$ cat config.mk
export PLATFORM = sky130hd
export DESIGN_NAME = axil_reg_cmd_master
export DESIGN_NICKNAME = d
export VERILOG_FILES = /design/src/rtl/axil_reg_cmd_pkg.sv /design/src/rtl/axil_lite_xfer.sv /design/src/rtl/axil_reg_cmd_master.sv
export SDC_FILE = /design/constraint.sdc
export NUM_CORES = 1
export LEC_CHECK = 0
export BUFFER_PORTS_ARGS = -buffer_cell sky130_fd_sc_hd__buf_2
export CAP_MARGIN = 20
export CORE_AREA = 2 2 139 141
export DETAILED_ROUTE_END_ITERATION = 8
export DIE_AREA = 0 0 141 143
export PLACE_DENSITY = 0.68
export SYNTH_ARGS = -nofsm -noshare
export SYNTH_HDL_FRONTEND = slang
export SYNTH_SLANG_ARGS = --single-unit
$ cat constraint.sdc
create_clock -name axil_aclk -period 2.09 [get_ports axil_aclk]
set_input_delay 0 -clock axil_aclk [delete_from_list [all_inputs] [get_ports axil_aclk]]
set_output_delay 0 -clock axil_aclk [all_outputs]
set_load 0.1 [all_outputs]
$ cat src/rtl/axil_reg_cmd_pkg.sv
// rtl/axil_reg_cmd_pkg.sv - register map, error codes and FSM states for axil_reg_cmd_master
package axil_reg_cmd_pkg;

  localparam logic [31:0] OFF_RD_ADDR = 32'h0;
  localparam logic [31:0] OFF_RD_DATA = 32'h4;
  localparam logic [31:0] OFF_WR_ADDR = 32'h8;
  localparam logic [31:0] OFF_WR_DATA = 32'hC;
  localparam int          BUSY_BIT    = 31;

  localparam logic [1:0] ERR_OK      = 2'b00;
  localparam logic [1:0] ERR_SLAVE   = 2'b01;
  localparam logic [1:0] ERR_TIMEOUT = 2'b10;

  typedef logic [2:0] state_t;
  localparam state_t ST_IDLE    = 3'd0;
  localparam state_t ST_WR_DATA = 3'd1;
  localparam state_t ST_WR_KICK = 3'd2;
  localparam state_t ST_RD_KICK = 3'd3;
  localparam state_t ST_POLL    = 3'd4;
  localparam state_t ST_RD_DATA = 3'd5;
  localparam state_t ST_RESP    = 3'd6;

  function automatic logic [31:0] kick_word(input logic [15:0] addr);
    return {1'b1, 15'h0, addr};
  endfunction

endpackage

$ cat src/rtl/axil_lite_xfer.sv
// rtl/axil_lite_xfer.sv - single AXI4-Lite read or write transaction engine
module axil_lite_xfer (
  input  logic        clk,
  input  logic        rst_n,
  input  logic        i_start,
  input  logic        i_write,
  input  logic [31:0] i_addr,
  input  logic [31:0] i_wdata,
  input  logic [3:0]  i_strb,
  output logic        o_done,
  output logic [1:0]  o_resp,
  output logic [31:0] o_rdata,
  output logic [31:0] o_awaddr,
  output logic        o_awvalid,
  input  logic        i_awready,
  output logic [31:0] o_wdata,
  output logic [3:0]  o_wstrb,
  output logic        o_wvalid,
  input  logic        i_wready,
  input  logic [1:0]  i_bresp,
  input  logic        i_bvalid,
  output logic        o_bready,
  output logic [31:0] o_araddr,
  output logic        o_arvalid,
  input  logic        i_arready,
  input  logic [31:0] i_rdata,
  input  logic [1:0]  i_rresp,
  input  logic        i_rvalid,
  output logic        o_rready
);

  logic [31:0] r_addr, r_wdata, r_rdata;
  logic [3:0]  r_strb;
  logic [1:0]  r_resp;
  logic        r_awvalid, r_wvalid, r_bready, r_arvalid, r_rready, r_wr_busy, r_done;
  logic        w_aw_clear, w_w_clear;

  // True when each half of the write has been accepted, either earlier or on this edge.
  assign w_aw_clear = !r_awvalid || i_awready;
  assign w_w_clear  = !r_wvalid  || i_wready;

  always_ff @(posedge clk or negedge rst_n) begin
    if (!rst_n) begin
      r_addr    <= '0;
      r_wdata   <= '0;
      r_strb    <= '0;
      r_rdata   <= '0;
      r_resp    <= 2'b00;
      r_awvalid <= 1'b0;
      r_wvalid  <= 1'b0;
      r_bready  <= 1'b0;
      r_arvalid <= 1'b0;
      r_rready  <= 1'b0;
      r_wr_busy <= 1'b0;
      r_done    <= 1'b0;
    end else begin
      r_done <= 1'b0;
      if (r_awvalid && i_awready) r_awvalid <= 1'b0;
      if (r_wvalid && i_wready)   r_wvalid  <= 1'b0;
      if (r_wr_busy && !r_bready && w_aw_clear && w_w_clear) r_bready <= 1'b1;
      if (r_bready && i_bvalid) begin
        r_bready  <= 1'b0;
        r_wr_busy <= 1'b0;
        r_done    <= 1'b1;
        r_resp    <= i_bresp;
        r_rdata   <= '0;
      end
      if (r_arvalid && i_arready) begin
        r_arvalid <= 1'b0;
        r_rready  <= 1'b1;
      end
      if (r_rready && i_rvalid) begin
        r_rready <= 1'b0;
        r_done   <= 1'b1;
        r_resp   <= i_rresp;
        r_rdata  <= i_rdata;
      end
      if (i_start) begin
        r_addr <= i_addr;
        if (i_write) begin
          r_wdata   <= i_wdata;
          r_strb    <= i_strb;
          r_awvalid <= 1'b1;
          r_wvalid  <= 1'b1;
          r_wr_busy <= 1'b1;
        end else begin
          r_arvalid <= 1'b1;
        end
      end
    end
  end

  assign o_done    = r_done;
  assign o_resp    = r_resp;
  assign o_rdata   = r_rdata;
  assign o_awaddr  = r_addr;
  assign o_awvalid = r_awvalid;
  assign o_wdata   = r_wdata;
  assign o_wstrb   = r_strb;
  assign o_wvalid  = r_wvalid;
  assign o_bready  = r_bready;
  assign o_araddr  = r_addr;
  assign o_arvalid = r_arvalid;
  assign o_rready  = r_rready;

endmodule

$ cat src/rtl/axil_reg_cmd_master.sv
// rtl/axil_reg_cmd_master.sv - command sequencer driving the axil_reg_ctrl indirect-register protocol
module axil_reg_cmd_master
  import axil_reg_cmd_pkg::*;
#(
  parameter logic [31:0] BASE_ADDR  = 32'h44A0_0000,
  parameter int          POLL_LIMIT = 1024
) (
  input  logic        axil_aclk,
  input  logic        axil_aresetn,
  input  logic        cmd_valid,
  output logic        cmd_ready,
  input  logic        cmd_write,
  input  logic [15:0] cmd_addr,
  input  logic [31:0] cmd_data,
  input  logic [3:0]  cmd_strb,
  output logic        rsp_valid,
  input  logic        rsp_ready,
  output logic [31:0] rsp_data,
  output logic [1:0]  rsp_err,
  output logic [31:0] m_axil_awaddr,
  output logic [2:0]  m_axil_awprot,
  output logic        m_axil_awvalid,
  input  logic        m_axil_awready,
  output logic [31:0] m_axil_wdata,
  output logic [3:0]  m_axil_wstrb,
  output logic        m_axil_wvalid,
  input  logic        m_axil_wready,
  input  logic [1:0]  m_axil_bresp,
  input  logic        m_axil_bvalid,
  output logic        m_axil_bready,
  output logic [31:0] m_axil_araddr,
  output logic [2:0]  m_axil_arprot,
  output logic        m_axil_arvalid,
  input  logic        m_axil_arready,
  input  logic [31:0] m_axil_rdata,
  input  logic [1:0]  m_axil_rresp,
  input  logic        m_axil_rvalid,
  output logic        m_axil_rready
);

  localparam int          PW          = $clog2(POLL_LIMIT + 1);
  localparam logic [PW-1:0] C_POLL_LAST = PW'(POLL_LIMIT - 1);

  state_t          r_state, w_next;
  logic            r_write;
  logic [15:0]     r_addr;
  logic [PW-1:0]   r_poll_cnt;
  logic            r_rsp_valid;
  logic [31:0]     r_rsp_data;
  logic [1:0]      r_rsp_err;

  logic            w_start, w_xwrite, w_done, w_ok;
  logic [31:0]     w_xaddr, w_xwdata, w_rdata, w_rsp_data;
  logic [3:0]      w_xstrb;
  logic [1:0]      w_resp, w_rsp_err;
  logic            w_poll_clr, w_poll_inc, w_rsp_load;

  assign w_ok = (w_resp == ERR_OK);

  always_comb begin
    w_next     = r_state;
    w_start    = 1'b0;
    w_xwrite   = 1'b0;
    w_xaddr    = '0;
    w_xwdata   = '0;
    w_xstrb    = '0;
    w_poll_clr = 1'b0;
    w_poll_inc = 1'b0;
    w_rsp_load = 1'b0;
    w_rsp_err  = ERR_OK;
    w_rsp_data = '0;
    case (r_state)
      ST_IDLE: if (cmd_valid) begin
        w_start  = 1'b1;
        w_xwrite = 1'b1;
        if (cmd_write) begin
          w_next   = ST_WR_DATA;
          w_xaddr  = BASE_ADDR + OFF_WR_DATA;
          w_xwdata = cmd_data;
          w_xstrb  = cmd_strb;
        end else begin
          w_next   = ST_RD_KICK;
          w_xaddr  = BASE_ADDR + OFF_RD_ADDR;
          w_xwdata = kick_word(cmd_addr);
          w_xstrb  = 4'hF;
        end
      end
      ST_WR_DATA: if (w_done) begin
        if (!w_ok) begin
          w_next = ST_RESP; w_rsp_load = 1'b1; w_rsp_err = ERR_SLAVE;
        end else begin
          w_next   = ST_WR_KICK;
          w_start  = 1'b1;
          w_xwrite = 1'b1;
          w_xaddr  = BASE_ADDR + OFF_WR_ADDR;
          w_xwdata = kick_word(r_addr);
          w_xstrb  = 4'hF;
        end
      end
      ST_WR_KICK, ST_RD_KICK: if (w_done) begin
        if (!w_ok) begin
          w_next = ST_RESP; w_rsp_load = 1'b1; w_rsp_err = ERR_SLAVE;
        end else begin
          w_next     = ST_POLL;
          w_start    = 1'b1;
          w_xaddr    = BASE_ADDR + (r_write ? OFF_WR_ADDR : OFF_RD_ADDR);
          w_poll_clr = 1'b1;
        end
      end
      // Each completed busy read either re-issues the same poll or trips the timeout.
      ST_POLL: if (w_done) begin
        if (!w_ok) begin
          w_next = ST_RESP; w_rsp_load = 1'b1; w_rsp_err = ERR_SLAVE;
        end else if (!w_rdata[BUSY_BIT]) begin
          if (r_write) begin
            w_next = ST_RESP; w_rsp_load = 1'b1;
          end else begin
            w_next  = ST_RD_DATA;
            w_start = 1'b1;
            w_xaddr = BASE_ADDR + OFF_RD_DATA;
          end
        end else if (r_poll_cnt == C_POLL_LAST) begin
          w_next = ST_RESP; w_rsp_load = 1'b1; w_rsp_err = ERR_TIMEOUT;
        end else begin
          w_start    = 1'b1;
          w_xaddr    = BASE_ADDR + (r_write ? OFF_WR_ADDR : OFF_RD_ADDR);
          w_poll_inc = 1'b1;
        end
      end
      ST_RD_DATA: if (w_done) begin
        w_next     = ST_RESP;
        w_rsp_load = 1'b1;
        w_rsp_err  = w_ok ? ERR_OK : ERR_SLAVE;
        w_rsp_data = w_ok ? w_rdata : 32'h0;
      end
      ST_RESP: if (rsp_ready) w_next = ST_IDLE;
      default: w_next = ST_IDLE;
    endcase
  end

  always_ff @(posedge axil_aclk or negedge axil_aresetn) begin
    if (!axil_aresetn) begin
      r_state     <= ST_IDLE;
      r_write     <= 1'b0;
      r_addr      <= '0;
      r_poll_cnt  <= '0;
      r_rsp_valid <= 1'b0;
      r_rsp_data  <= '0;
      r_rsp_err   <= ERR_OK;
    end else begin
      r_state <= w_next;
      if (r_state == ST_IDLE && cmd_valid) begin
        r_write <= cmd_write;
        r_addr  <= cmd_addr;
      end
      if (w_poll_clr)      r_poll_cnt <= '0;
      else if (w_poll_inc) r_poll_cnt <= r_poll_cnt + 1'b1;
      if (w_rsp_load) begin
        r_rsp_valid <= 1'b1;
        r_rsp_data  <= w_rsp_data;
        r_rsp_err   <= w_rsp_err;
      end else if (r_state == ST_RESP && rsp_ready) begin
        r_rsp_valid <= 1'b0;
      end
    end
  end

  axil_lite_xfer u_xfer (
    .clk       (axil_aclk),
    .rst_n     (axil_aresetn),
    .i_start   (w_start),
    .i_write   (w_xwrite),
    .i_addr    (w_xaddr),
    .i_wdata   (w_xwdata),
    .i_strb    (w_xstrb),
    .o_done    (w_done),
    .o_resp    (w_resp),
    .o_rdata   (w_rdata),
    .o_awaddr  (m_axil_awaddr),
    .o_awvalid (m_axil_awvalid),
    .i_awready (m_axil_awready),
    .o_wdata   (m_axil_wdata),
    .o_wstrb   (m_axil_wstrb),
    .o_wvalid  (m_axil_wvalid),
    .i_wready  (m_axil_wready),
    .i_bresp   (m_axil_bresp),
    .i_bvalid  (m_axil_bvalid),
    .o_bready  (m_axil_bready),
    .o_araddr  (m_axil_araddr),
    .o_arvalid (m_axil_arvalid),
    .i_arready (m_axil_arready),
    .i_rdata   (m_axil_rdata),
    .i_rresp   (m_axil_rresp),
    .i_rvalid  (m_axil_rvalid),
    .o_rready  (m_axil_rready)
  );

  assign cmd_ready     = (r_state == ST_IDLE);
  assign rsp_valid     = r_rsp_valid;
  assign rsp_data      = r_rsp_data;
  assign rsp_err       = r_rsp_err;
  assign m_axil_awprot = 3'h0;
  assign m_axil_arprot = 3'h0;

endmodule

==> results.py <==
metrics = {
    "logic_synthesis": {
        "ys.flop_type": "dfrtp_1",
        "yosys_warnings": 0,
        "syn_area_per_cell_um2": 11.4,
        "synth_simple_gate_area_frac": 0.114,
        "yosysUniqueCellTypes": 47,
        "synthAdderAreaFrac": 0.00193,
        "synth_cells": 569,
        "syn_area_um2": 6470,
        "yosys-top-cells-area": "dfrtp_1 (56%), a22o_1 (11%), buf_4 (8.1%)",
        "synth_top_family_by_area": "compound AO/OA/AOI/OAI gates",
        "yosys.area.top_type_share": 0.564,
        "synth-compound-area-share": 0.167,
        "async_flop_share": 1.00,
        "synth_seq_cells": 146,
        "synth_edf_count": 0,
        "synthMuxAreaShare": 0.0332,
        "yosysTopAreaCell": "dfrtp_1",
        "yosys.area_share.xor_xnor": 0.0108,
        "seq_area_frac_synth": 0.564,
    },
    "setup_path": {
        "crit_required_ps": 2430,
        "crit_fanout": 10,
        "worstPathArrival_ps": 2280,
        "path_cells": "and4bb_2 -> or4b_1 -> or3_1 -> a21oi_1",
        "crit_path_max_incr_delay_ps": 510,
        "slowest_stage": "or4b_1",
        "r2r-start": "r_state[1]$_DFFE_PN0P_",
        "startpoint_type": "register",
        "cp-end-kind": "register",
        "critical_path_class": "reg2reg",
        "critPathLaunch": "r_state[1]$_DFFE_PN0P_",
    },
    "clock_network": {
        "clock-sinks": 146,
        "clk_pin_slew_ps": 60,
        "clk_latency_ps": 410,
        "numCtsBuffers": 17,
        "cts_tree": "done",
        "cts_max_path_buffers": 2,
        "root_buffer": "clkbuf_16",
        "cts-htree-levels": 4,
    },
    "timing": {
        "slew-limit-headroom": 0.621,
        "finalClockSkew_ps": 9.46,
        "finalCritPeriodShare": 0.932,
        "fin_crit_ps": 1950,
        "worst_hold_slack_ps": 116,
        "slew_violations": 0,
        "finalSetupViolations": 0,
        "worstMarginPinSlew_ps": 568,
        "setup-tns-final_ps": 0,
        "timing.fmax_mhz": 513,
        "rsz0062_at_grt": "false",
        "finalHoldViolations": 0,
    },
    "placed_design": {
        "gp_congestion": 0.835,
        "dp_hpwl_um": 10700,
        "port_buffers": 186,
    },
    "route": {
        "drtPass1Iterations": 5,
        "vias_per_cell": 4.78,
        "route.detailed.drc": 0,
        "wl_per_cell_um": 15.5,
        "drtAntennaViolNets": 0,
        "drtIter0Drc": 279,
        "drt-total-wl_um": 17100,
        "vias": 5269,
    },
    "run_status": {
        "outcome": "finished clean",
    },
    "die": {
        "die_area_um2": 20200,
        "start_util": 0.348,
        "core_area_um2": 18600,
        "die_x_um": 141,
        "rows": 50,
        "die_h_um": 143,
        "boundaryPins": 245,
    },
    "power_and_ir_drop": {
        "p_leak_uw": 0.00473,
        "peakVddDrop_uv": 795,
        "power_density_nw_per_um2": 1610,
    },
    "layout": {
        "syn_to_final_growth_pct": 40.9,
        "diodes": 0,
        "multi_input_area_um2": 2380,
        "register_area_um2": 3650,
        "nNetsFinal": 955,
        "layout-drive-gt1-share": 0.297,
        "n_fill_cell": 1661,
    },
    "hold_path": {
        "hold_path.class": "in2async",
    },
    "global_route": {
        "grt-ovfl-total": 0,
        "antenna_found_initial": 0,
        "grt_max_degree": 55,
        "grt_pass1_wl_um": 26800,
        "grt_usage": 0.170,
        "grt_pass1_vias": 5181,
    },
    "flow_run": {
        "cap_violations": 0,
    },
}
[area by class of cell]
class | count | share of cell area
sequential | 146 | 0.401
multi-input combinational | 374 | 0.261
timing repair buffer | 311 | 0.241
clock buffer | 21 | 0.0516
tap | 234 | 0.0321
clock inverter | 11 | 0.0111
inverter | 6 | 0.00247
[cells in the mapped netlist, drive strengths merged, types with 4 or more instances]
master and n:
dfrtp 146, a22o 79, buf 79, nand2 68, nor2 38, clkbuf 21
mux2i 20, a221o 16, o21ai 16, nor3 10, a21oi 9, xnor2 8
inv 6, nand2b 6, nand3 6, a21o 4, nor4b 4
[where the power goes]
group	switching (uW)	leakage, uW	internal (uW)
Sequential	641	0.00193	3810
Combinational	5590	0.00253	1680
Clock	1200	0.000272	1740
[per-layer routing]
metal | wire length, um | vias to the layer above | GRT usage | part of all wire
met4 | 479 | 0 | 0.0800 | 0.028
met1 | 7240 | 2562 | 0.216 | 0.42
li1 | - | 2492 | - | -
met3 | 705 | 33 | 0.0382 | 0.041
met2 | 8640 | 182 | 0.278 | 0.51
met5 | 0 | - | 0 | 0
[through the flow]
stage | total power (uW) | worst slack [ps] | utilization | std cells | instance area, um^2
3_5_place_dp | 11600 | 155 | 0.406 | 973 | 7550
2_1_floorplan | 10200 | 83.5 | - | 626 | 6690
5_1_grt | 15300 | 43.4 | 0.491 | 1103 | 9120
6_report | 14700 | 142 | 0.491 | 1103 | 9120
4_1_cts | 14700 | 157 | 0.490 | 1103 | 9100
3_3_place_gp | 11500 | 223 | 0.406 | 973 | 7550
[sequential cells by signal, summed over array words and instances (netlist names), 2 cells and up]
| register | count |
|---|---|
| u_xfer.o_wstrb | 4 |
| r_addr | 16 |
| u_xfer.o_araddr | 3 |
| u_xfer.o_rdata | 32 |
| r_poll_cnt | 11 |
| r_state | 3 |
| u_xfer.o_wdata | 32 |
| rsp_err | 2 |
| rsp_data | 32 |
| u_xfer.o_resp | 2 |
[worst paths after layout]
check | slack (ps) | cells past startpoint | end
setup reg to reg | 140 | 4 | r_poll_cnt[4]$_DFFE_PN0P_
hold / removal | 120 | 2 | r_addr[4]$_DFFE_PN0P_
setup / recovery | 140 | 4 | r_poll_cnt[4]$_DFFE_PN0P_
min in group axil_aclk | 280 | 4 | u_xfer.o_wdata[8]$_DFFE_PN0P_
max in group asynchronous | 1290 | 3 | u_xfer.o_rdata[3]$_DFFE_PN0P_
hold reg to reg | 470 | 1 | rsp_err[1]$_DFFE_PN0P_
[layout by cell type (no fill, tap or decap), types with 4 or more instances in the layout]
| cell type | netlist | layout |
|---|---|---|
| dfrtp_1 | 146 | 145 |
| clkinvlp_4 | 0 | 4 |
| xnor2_1 | 8 | 8 |
| a21oi_1 | 9 | 8 |
| nand2_1 | 68 | 68 |
| buf_4 | 70 | 21 |
| o21ai_0 | 16 | 16 |
| buf_12 | 0 | 6 |
| nor2_1 | 38 | 36 |
| mux2i_1 | 20 | 20 |
| a22o_1 | 79 | 79 |
| a221o_1 | 16 | 16 |
| conb_1 | 1 | 58 |
| inv_1 | 6 | 6 |
| a21o_1 | 4 | 4 |
| dlygate4sd3_1 | 0 | 98 |
| nand2b_1 | 6 | 6 |
| nand3_1 | 6 | 6 |
| clkbuf_16 | 0 | 17 |
| nor3_1 | 9 | 8 |
| buf_2 | 4 | 185 |
[critical path: cells and delay by family (launching register included)]
| family | cells | cell delay [ps] |
|---|---|---|
| simple gates | 3 | 1230 |
| flops | 1 | 500 |
| compound gates | 1 | 150 |
[logic make-up (layout without fill, tap and decap cells)]
group | Yosys count | after routing
flip-flops | 146 | 146
buffers and inverters | 106 | 349
adder cells (fa/ha/maj) | 1 | 1
AO/OA/AOI/OAI | 133 | 133
multiplexers | 21 | 21
AND/OR/NAND/NOR | 153 | 153
other | 1 | 58
XOR/XNOR | 8 | 8
[repair_timing]
item                       4_1_cts  5_1_grt
hold endpoints to repair       187        0
buffers inserted                 0        0
setup endpoints to repair        0        5
gates resized for setup          0        2
hold buffers                    98        0
Note: power is estimated with default switching activity, not from simulation.
